--- src/rtl/multibyte_add_sequencer_if.sv ---
// Operand and result handshakes of the multi-byte adder sequencer.
// The master side offers operands and takes results; the slave side is the sequencer.
interface multibyte_add_sequencer_if #(
  parameter int NBYTES = 4
) ();
  localparam int W = 8 * NBYTES;

  logic         in_valid;
  logic         in_ready;
  logic [W-1:0] op_a;
  logic [W-1:0] op_b;
  logic         op_cin;
  logic         out_valid;
  logic         out_ready;
  logic [W-1:0] result;
  logic         carry_out;

  modport master (
    output in_valid, op_a, op_b, op_cin, out_ready,
    input  in_ready, out_valid, result, carry_out
  );

  modport slave (
    input  in_valid, op_a, op_b, op_cin, out_ready,
    output in_ready, out_valid, result, carry_out
  );
endinterface

--- src/rtl/multibyte_add_sequencer.sv ---
// Byte-serial carry-ripple controller around an external 8-bit adder.
// Operands are taken once, fed LSB byte first, and the full result is handed back.
//
//   state | meaning
//   IDLE  | waiting for an operand set, in_ready high
//   RUN   | driving byte[idx] into the adder, collecting sum/cout each edge
//   DONE  | result and carry_out presented, waiting for out_ready
module multibyte_add_sequencer #(
  parameter int NBYTES = 4
) (
  input  logic                          clk,
  input  logic                          rst_n,
  multibyte_add_sequencer_if.slave      bus,
  output logic [7:0]                    add_a,
  output logic [7:0]                    add_b,
  output logic                          add_cin,
  input  logic [7:0]                    add_sum,
  input  logic                          add_cout,
  output logic                          busy
);
  localparam int IW = (NBYTES > 1) ? $clog2(NBYTES) : 1;
  localparam logic [IW-1:0] LAST_IDX = IW'(NBYTES - 1);

  typedef enum logic [1:0] {
    IDLE = 2'd0,
    RUN  = 2'd1,
    DONE = 2'd2
  } state_t;

  state_t                   state;
  logic [NBYTES-1:0][7:0]   a_reg;
  logic [NBYTES-1:0][7:0]   b_reg;
  logic [NBYTES-1:0][7:0]   result_reg;
  logic                     carry_reg;
  logic                     carry_out_reg;
  logic [IW-1:0]            idx;

  always_ff @(posedge clk or negedge rst_n) begin
    if (!rst_n) begin
      state         <= IDLE;
      a_reg         <= '0;
      b_reg         <= '0;
      result_reg    <= '0;
      carry_reg     <= 1'b0;
      carry_out_reg <= 1'b0;
      idx           <= '0;
    end else begin
      case (state)
        IDLE: begin
          if (bus.in_valid) begin
            a_reg      <= bus.op_a;
            b_reg      <= bus.op_b;
            carry_reg  <= bus.op_cin;
            result_reg <= '0;
            idx        <= '0;
            state      <= RUN;
          end
        end
        RUN: begin
          result_reg[idx] <= add_sum;
          carry_reg       <= add_cout;
          idx             <= idx + IW'(1);
          if (idx == LAST_IDX) begin
            carry_out_reg <= add_cout;
            state         <= DONE;
          end
        end
        DONE: begin
          // Handoff edge returns to IDLE only; a new accept needs a further edge.
          if (bus.out_ready) begin
            state <= IDLE;
          end
        end
        default: state <= IDLE;
      endcase
    end
  end

  // Adder inputs come straight from registers so they are stable for the whole cycle.
  always_comb begin
    add_a   = '0;
    add_b   = '0;
    add_cin = 1'b0;
    if (state == RUN) begin
      add_a   = a_reg[idx];
      add_b   = b_reg[idx];
      add_cin = carry_reg;
    end
  end

  assign bus.in_ready  = (state == IDLE);
  assign bus.out_valid = (state == DONE);
  assign bus.result    = result_reg;
  assign bus.carry_out = carry_out_reg;
  assign busy          = (state != IDLE);
endmodule
--- src/flat_wrapper.sv ---
// flat-port wrapper written by rule: the top's interface ports become plain ports
module multibyte_add_sequencer_flat 
#(
  parameter int NBYTES = 4
)
  (clk, rst_n, add_a, add_b, add_cin, add_sum, add_cout, busy, bus_in_valid, bus_op_a, bus_op_b, bus_op_cin, bus_out_ready, bus_in_ready, bus_out_valid, bus_result, bus_carry_out);
  multibyte_add_sequencer_if #(.NBYTES(NBYTES)) bus_i ();
  input  logic clk;
  input  logic rst_n;
  output logic [7:0] add_a;
  output logic [7:0] add_b;
  output logic add_cin;
  input  logic [7:0] add_sum;
  input  logic add_cout;
  output logic busy;
  input wire logic [$bits(bus_i.in_valid)-1:0] bus_in_valid;
  input wire logic [$bits(bus_i.op_a)-1:0] bus_op_a;
  input wire logic [$bits(bus_i.op_b)-1:0] bus_op_b;
  input wire logic [$bits(bus_i.op_cin)-1:0] bus_op_cin;
  input wire logic [$bits(bus_i.out_ready)-1:0] bus_out_ready;
  output wire logic [$bits(bus_i.in_ready)-1:0] bus_in_ready;
  output wire logic [$bits(bus_i.out_valid)-1:0] bus_out_valid;
  output wire logic [$bits(bus_i.result)-1:0] bus_result;
  output wire logic [$bits(bus_i.carry_out)-1:0] bus_carry_out;
  assign bus_i.in_valid = bus_in_valid;
  assign bus_i.op_a = bus_op_a;
  assign bus_i.op_b = bus_op_b;
  assign bus_i.op_cin = bus_op_cin;
  assign bus_i.out_ready = bus_out_ready;
  assign bus_in_ready = bus_i.in_ready;
  assign bus_out_valid = bus_i.out_valid;
  assign bus_result = bus_i.result;
  assign bus_carry_out = bus_i.carry_out;
  multibyte_add_sequencer #(.NBYTES(NBYTES)) u_core (.clk(clk), .rst_n(rst_n), .bus(bus_i), .add_a(add_a), .add_b(add_b), .add_cin(add_cin), .add_sum(add_sum), .add_cout(add_cout), .busy(busy));
endmodule
--- config.mk ---
export PLATFORM = sky130hd
export DESIGN_NAME = multibyte_add_sequencer_flat
export DESIGN_NICKNAME = d
export VERILOG_FILES = /design/src/rtl/multibyte_add_sequencer_if.sv /design/src/rtl/multibyte_add_sequencer.sv /design/src/flat_wrapper.sv
export SDC_FILE = /design/constraint.sdc
export NUM_CORES = 1
export LEC_CHECK = 0
export ABC_AREA = 1
export CAP_MARGIN = 20
export CORE_UTILIZATION = 30
export CTS_BUF_LIST = sky130_fd_sc_hd__clkbuf_8
export DETAILED_ROUTE_END_ITERATION = 8
export PLACE_DENSITY = 0.55
export SLEW_MARGIN = 20
export SYNTH_ARGS = -nofsm -noshare
export SYNTH_HDL_FRONTEND = slang
export SYNTH_SLANG_ARGS = --single-unit
--- constraint.sdc ---
create_clock -name clk -period 2.1 [get_ports clk]
set_input_delay 0.63 -clock clk [delete_from_list [all_inputs] [get_ports clk]]
set_output_delay 0.63 -clock clk [all_outputs]
set_load 0.02 [all_outputs]
---- After elaboration in Yosys (flattened, before gate mapping) ----
Cells that the tools add are included.
operators by class
  eq/ne operators ......................... 6
  add/sub/neg operators ................... 1
  magnitude comparators ................... 2
  muxes and demuxes ....................... 20
  reductions and logical operators ........ 8
operators by type and width
  kind                   number
  $pmux W32 S2           1
  $mux W8                5
  $bmux W8 S2            2
  $bwmux W32             1
  $mux W32               1
  $demux W8 S2           1
  $mux W2                4
  $pmux W2 S3            1
  $reduce_and A2 Y1      3
  $eq A2 B2 Y1 const B   2
  $ne A2 B2 Y1 const B   2
  $pmux W2 S2            1
  $reduce_bool A2 Y1     2
  $lt A2 B3 Y1 const B   1
  $reduce_and A3 Y1      1
  $add A2 B1 Y2 const B  1
  $eq A2 B1 Y1 const B   1
  $ge A2 B1 Y1 const B   1
  $logic_not A2 Y1       1
  $mux W1                2
  $ne A2 B1 Y1 const B   1
  $pmux W1 S2            1
  $logic_and A1 B1 Y1    1
storage, ports and cells
  output and inout bits ................... 53
  bits in registers ....................... 102
  input port bits ......................... 78
  word-level logic and storage cells ...... 53

---- Logic depth before layout (Yosys ltp) ----
Gate-level depths: netlist of run 1.
  depth in word-level cells ............... 6
  depth in mapped cells ................... 8
  depth with buffers taken out ............ 5

---- Worst setup path after synthesis of run 1 ----
OpenSTA, ideal clock, no wires.
  path type ............................... reg2out
  start ................................... reg u_core.idx[1]
  end ..................................... out add_a[5]
  path slack .............................. 163 ps
  cell stages (with the launch flop) ...... 6
  path buffers ............................ 2
  required time ........................... 1470 ps
  arrival ................................. 1307 ps
  cell sequence ........................... dfrtp_1 buf_2 clkinv_1 buf_2 nand3_1 a21oi_1
between the ends
  word-level cells in the longest chain between the ends .. 3
RTL lines
  item                           line                           RTL
  start, declared                multibyte_add_sequencer.sv:36  logic [IW-1:0] idx;
  start signal, assigned         multibyte_add_sequencer.sv:62  idx <= idx + IW'(1);
  $bmux W8 S2                    multibyte_add_sequencer.sv:85  add_a = a_reg[idx];
  $mux W8 (implied by the code)  multibyte_add_sequencer.sv:85
  $mux W8                        multibyte_add_sequencer.sv:84  if (state == RUN) begin
  end, declared                  flat_wrapper.sv:10             output logic [7:0] add_a;
Every way passes these cells. The select of a mux whose other input is x is not followed.

---- Worst setup path in the final report of run 1 ----
  start ................................... reg u_core.idx[0]
  end ..................................... out add_a[0]
Same word-level chain as after synthesis.

==> results.cfg, run 1 <==
[clocking]
cts_tree = built
cts_buffers = 9
cts_max_level = 3
clkTransAtPathRegs_ns = 0.10
cts-root-buf = clkbuf_8
postCtsHoldBufs = 0
cts_buffer_depth = 2
insertion_delay_ns = 0.37
clkSinkCount = 102

[finish]
drive_gt1_share_pct = 25.84
num_antenna_cells = 0
nets = 762
fin_area_um2 = 6919
syn_to_final_growth_pct = 41.04
fillers = 1541

[routing]
post_drt_wl_per_cell_um = 14.55
drt_iter0_markers = 187
dr.pass1.iters = 4
postRouteAntennaNets = 0
vias = 3996
drc = 0
viasPerCell = 4.435
wl_um = 13110

[die]
core_area_um2 = 15940
dieArea_um2 = 16870
io_pins = 131
dieHeight_um = 129.9
initial_core_util_pct = 30.77
die_w_um = 129.9
core.rowCount = 46

[timing]
finalMaxSlewViolations = 0
setup-violations-final = 16
whs_ns = 0.2183
fin_skew_ns = 0.01116
setup_ws_ns = -0.09666
fin_crit_sh_pct = 104.6
grt_setup_unrepaired = true
tightestPinTransition_ns = 0.5009
slew-limit-headroom_pct = 66.60
fmax_mhz = 455.2
min_period_ns = 2.197
tns_ns = -0.8186
final-hold-violation-count = 0

[critical_path]
cp-start-kind = flip-flop
r2r_setup_slack_ns = 0.45
reg2reg_from = u_core.idx[0]$_DFFE_PN0P_
reg2regPathDepth = 8
startpoint = u_core.idx[0]$_DFFE_PN0P_
critPathArrivalTime_ns = 1.57
crit_required_ns = 1.47
r2r-end = u_core.bus.result[17]$_DFFE_PN0P_
crit_fanout = 5
endpoint_kind = output port
crit_end = add_a[0]
crit_type = flip-flop to output port

[logic_synthesis]
yosys_warnings = 0
synth_top_family_by_area = simple AND/OR/NAND/NOR gates
yosysTopAreaCell = dfrtp_1
synth_xor_area_share_pct = 0
yosys-top-cells-area = dfrtp_1 (52%), nand2_1 (10%), o21ai_2 (10%)
synth_mux_area_share_pct = 0
synth_compound_area_share_pct = 16.32
syn-num-nets = 628
synth_cell_types = 21
synth-simple-area-share_pct = 19.15
synth_fa_ha_area_share_pct = 1.020
syn_avg_cell_area_um2 = 8.985
synthesis.area_um2 = 4906
synthCells = 546
yosys.area.top_type_share_pct = 52.03
seq_area_frac_synth_pct = 52.03
ys_ff_latch = 102

[place]
hpwl_um = 9149
gp_congestion = 0.7822
portBuffers = 130
dpl_cell_area_um2 = 6455

[run_status]
violations = negative setup slack
status = finished with violations

[global_routing]
grt_pass1_wl_um = 20400
grt_max_degree = 49
antenna_found_initial = 0
global_route.overflow_total = 0
grtUsageTotal_pct = 15.90
first_global_vias = 4037

[power]
p_per_area_nw_per_um2 = 1527
vdd_ir_drop_max_mv = 0.6516
leakage_nw = 3.185

[job]
maxCapViolations = 0

[worst_hold_path]
hold_path.class = primary input to async pin
[cell usage in the layout (no fill, tap or decap), drive strengths merged]
| master | count |
|---|---|
| a21oi | 16 |
| clkinvlp | 1 |
| clkbuf | 15 |
| clkinv | 2 |
| dfrtp | 102 |
| o21ai | 99 |
| clkdlybuf4s50 | 109 |
| inv | 81 |
| ha | 4 |
| nor2 | 4 |
| nand2 | 142 |
| nand3 | 66 |
| bufinv | 1 |
| o31ai | 1 |
| buf | 42 |
[synth_stat cells, drive strengths merged]
library cell / number
o31ai: 1
a21oi: 16
clkinv: 1
dfrtp: 102
o21ai: 99
ha: 4
nand2: 142
nand3: 66
inv: 79
nor2: 4
buf: 26
clkbuf: 6
[power by group]
group / switching [mW] / internal (mW)
Clock: 0.662 / 0.606
Combinational: 3.57 / 2.56
Sequential: 0.334 / 2.83
Total: 4.57 / 6.00
[critical path, cell delays in order, from the launching register on]
cell     delay [ns]
dfrtp_2        0.47
inv_8          0.08
buf_16         0.14
nand2_1        0.07
nand3_2        0.08
a21oi_2        0.18
buf_4          0.17
[layer usage]
layer	share of wire [%]	vias up	track usage [%]	wire length, µm
li1	-	2004	-	-
met1	44	1882	19.84	5757
met2	50	98	27.49	6556
met3	4.6	12	3.649	600
met4	1.5	0	4.514	199
met5	0	-	0	0
[through the flow]
step,util (%),instances,total power [mW],setup WS [ns]
after floorplan,-,546,6.781,0.1628
after global placement,40.49,880,8.698,-0.1772
after detailed placement,40.49,880,8.790,-0.1844
after CTS,42.69,899,10.45,-0.1037
after global routing,43.40,901,11.31,-0.1737
final,43.40,901,10.57,-0.09666
[final cells by class]
| cell class | instances | area [µm²] | area share [%] |
|---|---|---|---|
| clock buffer | 11 | 151.4 | 2.188 |
| multi-input combinational | 332 | 1976 | 28.55 |
| clock inverter | 5 | 50.05 | 0.7233 |
| inverter | 80 | 315.3 | 4.557 |
| tap | 216 | 270.3 | 3.906 |
| timing repair buffer | 155 | 1602 | 23.15 |
| sequential | 102 | 2555 | 36.93 |
[cell families (layout without fill, tap and decap cells)]
family / Yosys count / in the layout
buf+inv: 112 / 251
flops: 102 / 102
simple gates: 212 / 212
fa+ha+maj: 4 / 4
compound gates: 116 / 116
[worst min-delay path by stage]
stage / start / end / slack [ns] / cells past startpoint
finish: rst_n / u_core.bus.result[10]$_DFFE_PN0P_ / 0.22 / 1
global route: rst_n / u_core.state[1]$_DFFE_PN0P_ / 0.22 / 1
CTS: rst_n / u_core.state[1]$_DFFE_PN0P_ / 0.21 / 1
detailed placement: u_core.bus.carry_out$_DFFE_PN0P_ / u_core.bus.carry_out$_DFFE_PN0P_ / 0.47 / 2
global placement: u_core.bus.carry_out$_DFFE_PN0P_ / u_core.bus.carry_out$_DFFE_PN0P_ / 0.48 / 2
floorplan: rst_n / u_core.a_reg[0]$_DFFE_PN0P_ / 0.33 / 0
[repair_timing]
item,in CTS,in global routing
setup endpoints to repair,20,19
resized for setup,134,28
pin swaps,11,6
cloned,2,1
buffers inserted,2,1
Note: power is estimated with default switching activity, not from simulation.
==> run 2: changes to the inputs <==
--- a/config.mk
+++ b/config.mk
@@ -10,7 +10,9 @@
 export CORE_UTILIZATION = 30
 export CTS_BUF_LIST = sky130_fd_sc_hd__clkbuf_8
 export DETAILED_ROUTE_END_ITERATION = 8
+export HOLD_SLACK_MARGIN = 0.08
 export PLACE_DENSITY = 0.55
+export SKIP_LAST_GASP = 1
 export SLEW_MARGIN = 20
 export SYNTH_ARGS = -nofsm -noshare
 export SYNTH_HDL_FRONTEND = slang
==> run 2 against run 1 <==
The flow still finishes with violations (negative setup slack). Wire length is 1.1% lower. Flip-flop and latch count stayed put. Sequential power hardly changed. Die area stayed put. Final cell count stayed put. Critical path type unchanged. Largest cell class unchanged.
==> results.cfg, run 2 (synthesis gave the netlist of run 1 again) <==
[run_status]
status = finished with violations
violations = negative setup slack

[routing]
post_drt_wl_per_cell_um = 14.39
wl_um = 12970
postRouteAntennaNets = 0
drc = 0
drt_iter0_markers = 191
vias = 3971
dr.pass1.iters = 4
viasPerCell = 4.407

[critical_path]
r2r-end = u_core.bus.result[17]$_DFFE_PN0P_
r2r_setup_slack_ns = 0.45
reg2regPathDepth = 8
crit_type = flip-flop to output port
reg2reg_from = u_core.idx[0]$_DFFE_PN0P_
crit_fanout = 22
crit_required_ns = 1.47
endpoint_kind = output port
critPathArrivalTime_ns = 1.56
cp-start-kind = flip-flop

[clocking]
cts-root-buf = clkbuf_8
cts_buffer_depth = 2
cts_buffers = 9
clkTransAtPathRegs_ns = 0.09
cts_max_level = 3
insertion_delay_ns = 0.37
clkSinkCount = 102
cts_tree = built

[timing]
finalMaxSlewViolations = 0
setup-violations-final = 16
fmax_mhz = 455.6
slew-limit-headroom_pct = 66.64
fin_skew_ns = 0.01108
whs_ns = 0.2188
final-hold-violation-count = 0
fin_crit_sh_pct = 104.5
tightestPinTransition_ns = 0.5005
setup_ws_ns = -0.09483
grt_setup_unrepaired = true
min_period_ns = 2.195

[job]
maxCapViolations = 0

[finish]
num_antenna_cells = 0
drive_gt1_share_pct = 22.77
layout_common_cells = nand2_1 (132), clkdlybuf4s50_1 (109), dfrtp_1 (100), inv_1 (77), nand3_1 (59)
fillers = 1552
final_core_util_pct = 42.84
seq_area_um2 = 2555
nets = 762
multiInputGateArea_um2 = 1887
syn_to_final_growth_pct = 39.22
final_common_cell = nand2_1

[die]
dieArea_um2 = 16870
initial_core_util_pct = 30.77
core_area_um2 = 15940
core.rowCount = 46
dieHeight_um = 129.9
io_pins = 131
die_w_um = 129.9

[place]
portBuffers = 130
gp_congestion = 0.7822
post-place-ws_ns = -0.1844
hpwl_um = 9149

[global_routing]
grt_pass1_wl_um = 20260
antenna_found_initial = 0
grt_max_degree = 49
global_route.overflow_total = 0
first_global_vias = 4016
grtUsageTotal_pct = 15.80

[worst_hold_path]
hold_path.class = primary input to async pin

[power]
leakage_nw = 3.161
vdd_ir_drop_max_mv = 0.6240
p_per_area_nw_per_um2 = 1521
power_mw = 10.39
run 2: cell counts in the layout (fill, tap and decap cells not counted):
No cell type changed its count.
run 2: worst max path at each step:
stage          cells past startpoint        to  slack [ns]                       from
2_1_floorplan                      5  add_a[5]        0.16  u_core.idx[1]$_DFFE_PN0P_
3_3_place_gp                       6  add_a[2]       -0.18  u_core.idx[0]$_DFFE_PN0P_
3_5_place_dp                       6  add_a[4]       -0.18  u_core.idx[0]$_DFFE_PN0P_
4_1_cts                            6  add_a[4]       -0.15  u_core.idx[0]$_DFFE_PN0P_
5_1_grt                            5  add_a[0]       -0.17  u_core.idx[0]$_DFFE_PN0P_
6_report                           5  add_a[0]       -0.09  u_core.idx[0]$_DFFE_PN0P_
run 2: layout make-up:
| cell class | instances | area share, % |
|---|---|---|
| Clock buffer | 11 | 2.217 |
| Clock inverter | 5 | 0.7327 |
| Inverter | 80 | 4.616 |
| Multi-Input combinational cell | 332 | 27.62 |
| Sequential cell | 102 | 37.41 |
| Tap cell | 216 | 3.957 |
| Timing Repair Buffer | 155 | 23.45 |
run 2: where the power goes:
group | internal [mW] | switching [mW] | total [mW]
combinational | 2.50 | 3.45 | 5.95
sequential | 2.83 | 0.335 | 3.17
clock | 0.607 | 0.667 | 1.27
total | 5.94 | 4.45 | 10.4
run 2: repair_timing:
| item | CTS | global route |
|---|---|---|
| hold buffers | 0 | 0 |
| pin swaps | 11 | 6 |
| buffers inserted | 2 | 1 |
| cloned | 2 | 1 |
| endpoints found under the setup margin | 20 | 19 |
| endpoints found under the hold margin | 0 | 0 |
| resized for setup | 116 | 23 |
run 2: per-stage QoR:
stage	cells	setup TNS [ns]	instance area [µm²]
after global routing	901	-2.265	6830
after detailed placement	880	-2.150	6455
final	901	-0.8530	6830
after CTS	899	-1.273	6750
after global placement	880	-2.080	6455
after floorplan	546	0	4906
run 2: worst max-delay path, stage by stage, from the launching register on:
cell and delay, ns:
dfrtp_2 0.48, buf_12 0.19, nand2_1 0.08, nand3_2 0.08, a21oi_2 0.18, buf_4 0.17
run 2: layer usage:
layer / global-route usage [%] / routed length (µm) / up-vias
met1: 19.71 / 5805 / 1863
met2: 27.27 / 6441 / 92
li1: - / - / 2006
met3: 3.649 / 547 / 10
met4: 4.514 / 170 / 0
met5: 0 / 0 / -
==> run 3: changes to the inputs <==
--- a/config.mk
+++ b/config.mk
@@ -7,11 +7,13 @@
 export LEC_CHECK = 0
 export ABC_AREA = 1
 export CAP_MARGIN = 20
-export CORE_UTILIZATION = 30
+export CORE_UTILIZATION = 29
 export CTS_BUF_LIST = sky130_fd_sc_hd__clkbuf_8
 export DETAILED_ROUTE_END_ITERATION = 8
 export HOLD_SLACK_MARGIN = 0.08
-export PLACE_DENSITY = 0.55
+export PLACE_DENSITY = 0.53
+export REMOVE_ABC_BUFFERS = 1
+export SETUP_SLACK_MARGIN = 0.5
 export SKIP_LAST_GASP = 1
 export SLEW_MARGIN = 20
 export SYNTH_ARGS = -nofsm -noshare
==> run 3 against run 2 <==
Global-route usage down 0.65 points. The run ends with design-rule violations, negative setup slack left. Combinational power up 3%. Worst setup slack better by 0.072 ns. Clock power about the same. Non-clock buffer count up 29.
==> results.cfg, run 3 (synthesis gave the netlist of run 1 again) <==
[global_routing]
grt_pass1_wl_um = 20730
global_route.overflow_total = 0
first_global_vias = 4070
grtUsageTotal_pct = 15.15
antenna_found_initial = 0
grt_max_degree = 45

[die]
core_area_um2 = 16520
io_pins = 131
core.rowCount = 47
initial_core_util_pct = 29.69
dieHeight_um = 132.1
dieArea_um2 = 17440
die_w_um = 132.1

[critical_path]
reg2regPathDepth = 9
endpoint_kind = output port
cp_num_cells = 5
path_cells = buf_8 > nand2_1 > nand3_1 > a21oi_2 > buf_4
crit_family = flip-flops
crit_type = flip-flop to output port
critPathArrivalTime_ns = 1.49
r2r_setup_slack_ns = 0.57
cp_num_buf_inv = 2
crit_end = add_a[1]
critPathMaxStageDelay_ns = 0.46
startpoint = u_core.idx[0]$_DFFE_PN0P_
crit_required_ns = 1.47
cp-start-kind = flip-flop
r2r-end = u_core.b_reg[0]$_DFFE_PN0P_
crit_fanout = 17
crit_path_top_delay_cell = dfrtp_2
reg2reg_from = u_core.state[1]$_DFFE_PN0P_

[timing]
min_period_ns = 2.123
finalMaxSlewViolations = 0
fmax_mhz = 471.0
tns_ns = -0.1263
fin_crit_sh_pct = 101.1
tightestPinTransition_ns = 0.4595
setup-violations-final = 8
setup_ws_ns = -0.02327
final-hold-violation-count = 0
fin_skew_ns = 0.005229
slew-limit-headroom_pct = 69.04
grt_setup_unrepaired = true

[clocking]
cts_tree = built
postCtsHoldBufs = 0
cts_buffer_depth = 2
clkSinkCount = 102
cts-root-buf = clkbuf_8
clkTransAtPathRegs_ns = 0.10
cts_max_level = 3
cts_buffers = 9
insertion_delay_ns = 0.37

[place]
portBuffers = 130
post-place-ws_ns = -0.09830
numPlacedInstances = 888
gp_congestion = 0.7591
hpwl_um = 8690

[finish]
fillers = 1659
num_antenna_cells = 0
nets = 792
finalNonFillerCells = 935
seq_area_um2 = 2555
multiInputGateArea_um2 = 1861
drive_gt1_share_pct = 29.79
final_common_cell = nand2_1
final_core_util_pct = 42.45
syn_to_final_growth_pct = 42.97
layout_common_cells = nand2_1 (136), dfrtp_1 (100), clkdlybuf4s50_1 (76), inv_1 (74), nand3_1 (63)

[run_status]
violations = design-rule violations, negative setup slack
status = finished with violations

[routing]
postRouteAntennaNets = 0
wl_um = 13090
drc = 2
vias = 4125
viasPerCell = 4.412
drt_iter0_markers = 136
dr.pass1.iters = 6
post_drt_wl_per_cell_um = 13.99

[power]
clkPwrFrac_pct = 12.0
switching_share_pct = 42.69
p_per_area_nw_per_um2 = 1503
vdd_ir_drop_max_mv = 0.5718
p_int_mw = 6.042
seq_power_share_pct = 30.1
p_sw_mw = 4.501
comb_power_share_pct = 57.9
leakage_nw = 3.378
power_mw = 10.54

[job]
maxCapViolations = 0

[worst_hold_path]
hold_path.class = primary input to async pin
run 3: layout make-up:
cell class	instances	share of cell area, %
inverter	80	4.638
timing repair buffer	184	25.65
tap	220	3.924
multi-input combinational	333	26.53
sequential	102	36.43
clock buffer	10	1.962
clock inverter	6	0.8741
run 3: through the flow:
step	cell area (µm²)	hold WS, ns
2_1_floorplan	4646	0.3344
3_3_place_gp	6452	0.4618
3_5_place_dp	6452	0.4717
4_1_cts	6563	0.1022
5_1_grt	7014	0.1110
6_report	7014	0.1162
run 3: power by group through the flow:
stage | combinational [mW] | clock (mW) | sequential, mW
after detailed placement | 5.55 | 0 | 3.20
after floorplan | 2.96 | 0 | 3.51
after global routing | 6.69 | 1.39 | 3.25
after global placement | 5.48 | 0 | 3.17
final | 6.10 | 1.27 | 3.17
after CTS | 5.51 | 1.32 | 3.15
run 3: how the worst min path moves through the flow:
stage                                        endpoint                              from  cells after the start
floorplan                 u_core.a_reg[0]$_DFFE_PN0P_                             rst_n                      0
global placement     u_core.bus.carry_out$_DFFE_PN0P_  u_core.bus.carry_out$_DFFE_PN0P_                      2
detailed placement   u_core.bus.carry_out$_DFFE_PN0P_  u_core.bus.carry_out$_DFFE_PN0P_                      2
CTS                 u_core.bus.result[29]$_DFFE_PN0P_                             rst_n                      1
global route         u_core.bus.result[5]$_DFFE_PN0P_                             rst_n                      1
finish              u_core.bus.result[29]$_DFFE_PN0P_                             rst_n                      1
run 3: repair_timing:
action,CTS,global route
buffers inserted,4,22
gates cloned,0,5
pin swaps,4,5
endpoints found under the setup margin,53,89
resized for setup,258,57
run 3: metal layers:
metal	wire length, µm	up-vias	global-route usage (%)	share of wire (%)
met5	0	-	0	0
met4	186	0	5.039	1.4
met3	727	15	3.268	5.6
met2	5998	108	23.72	46
met1	6173	1926	20.75	47
li1	-	2076	-	-
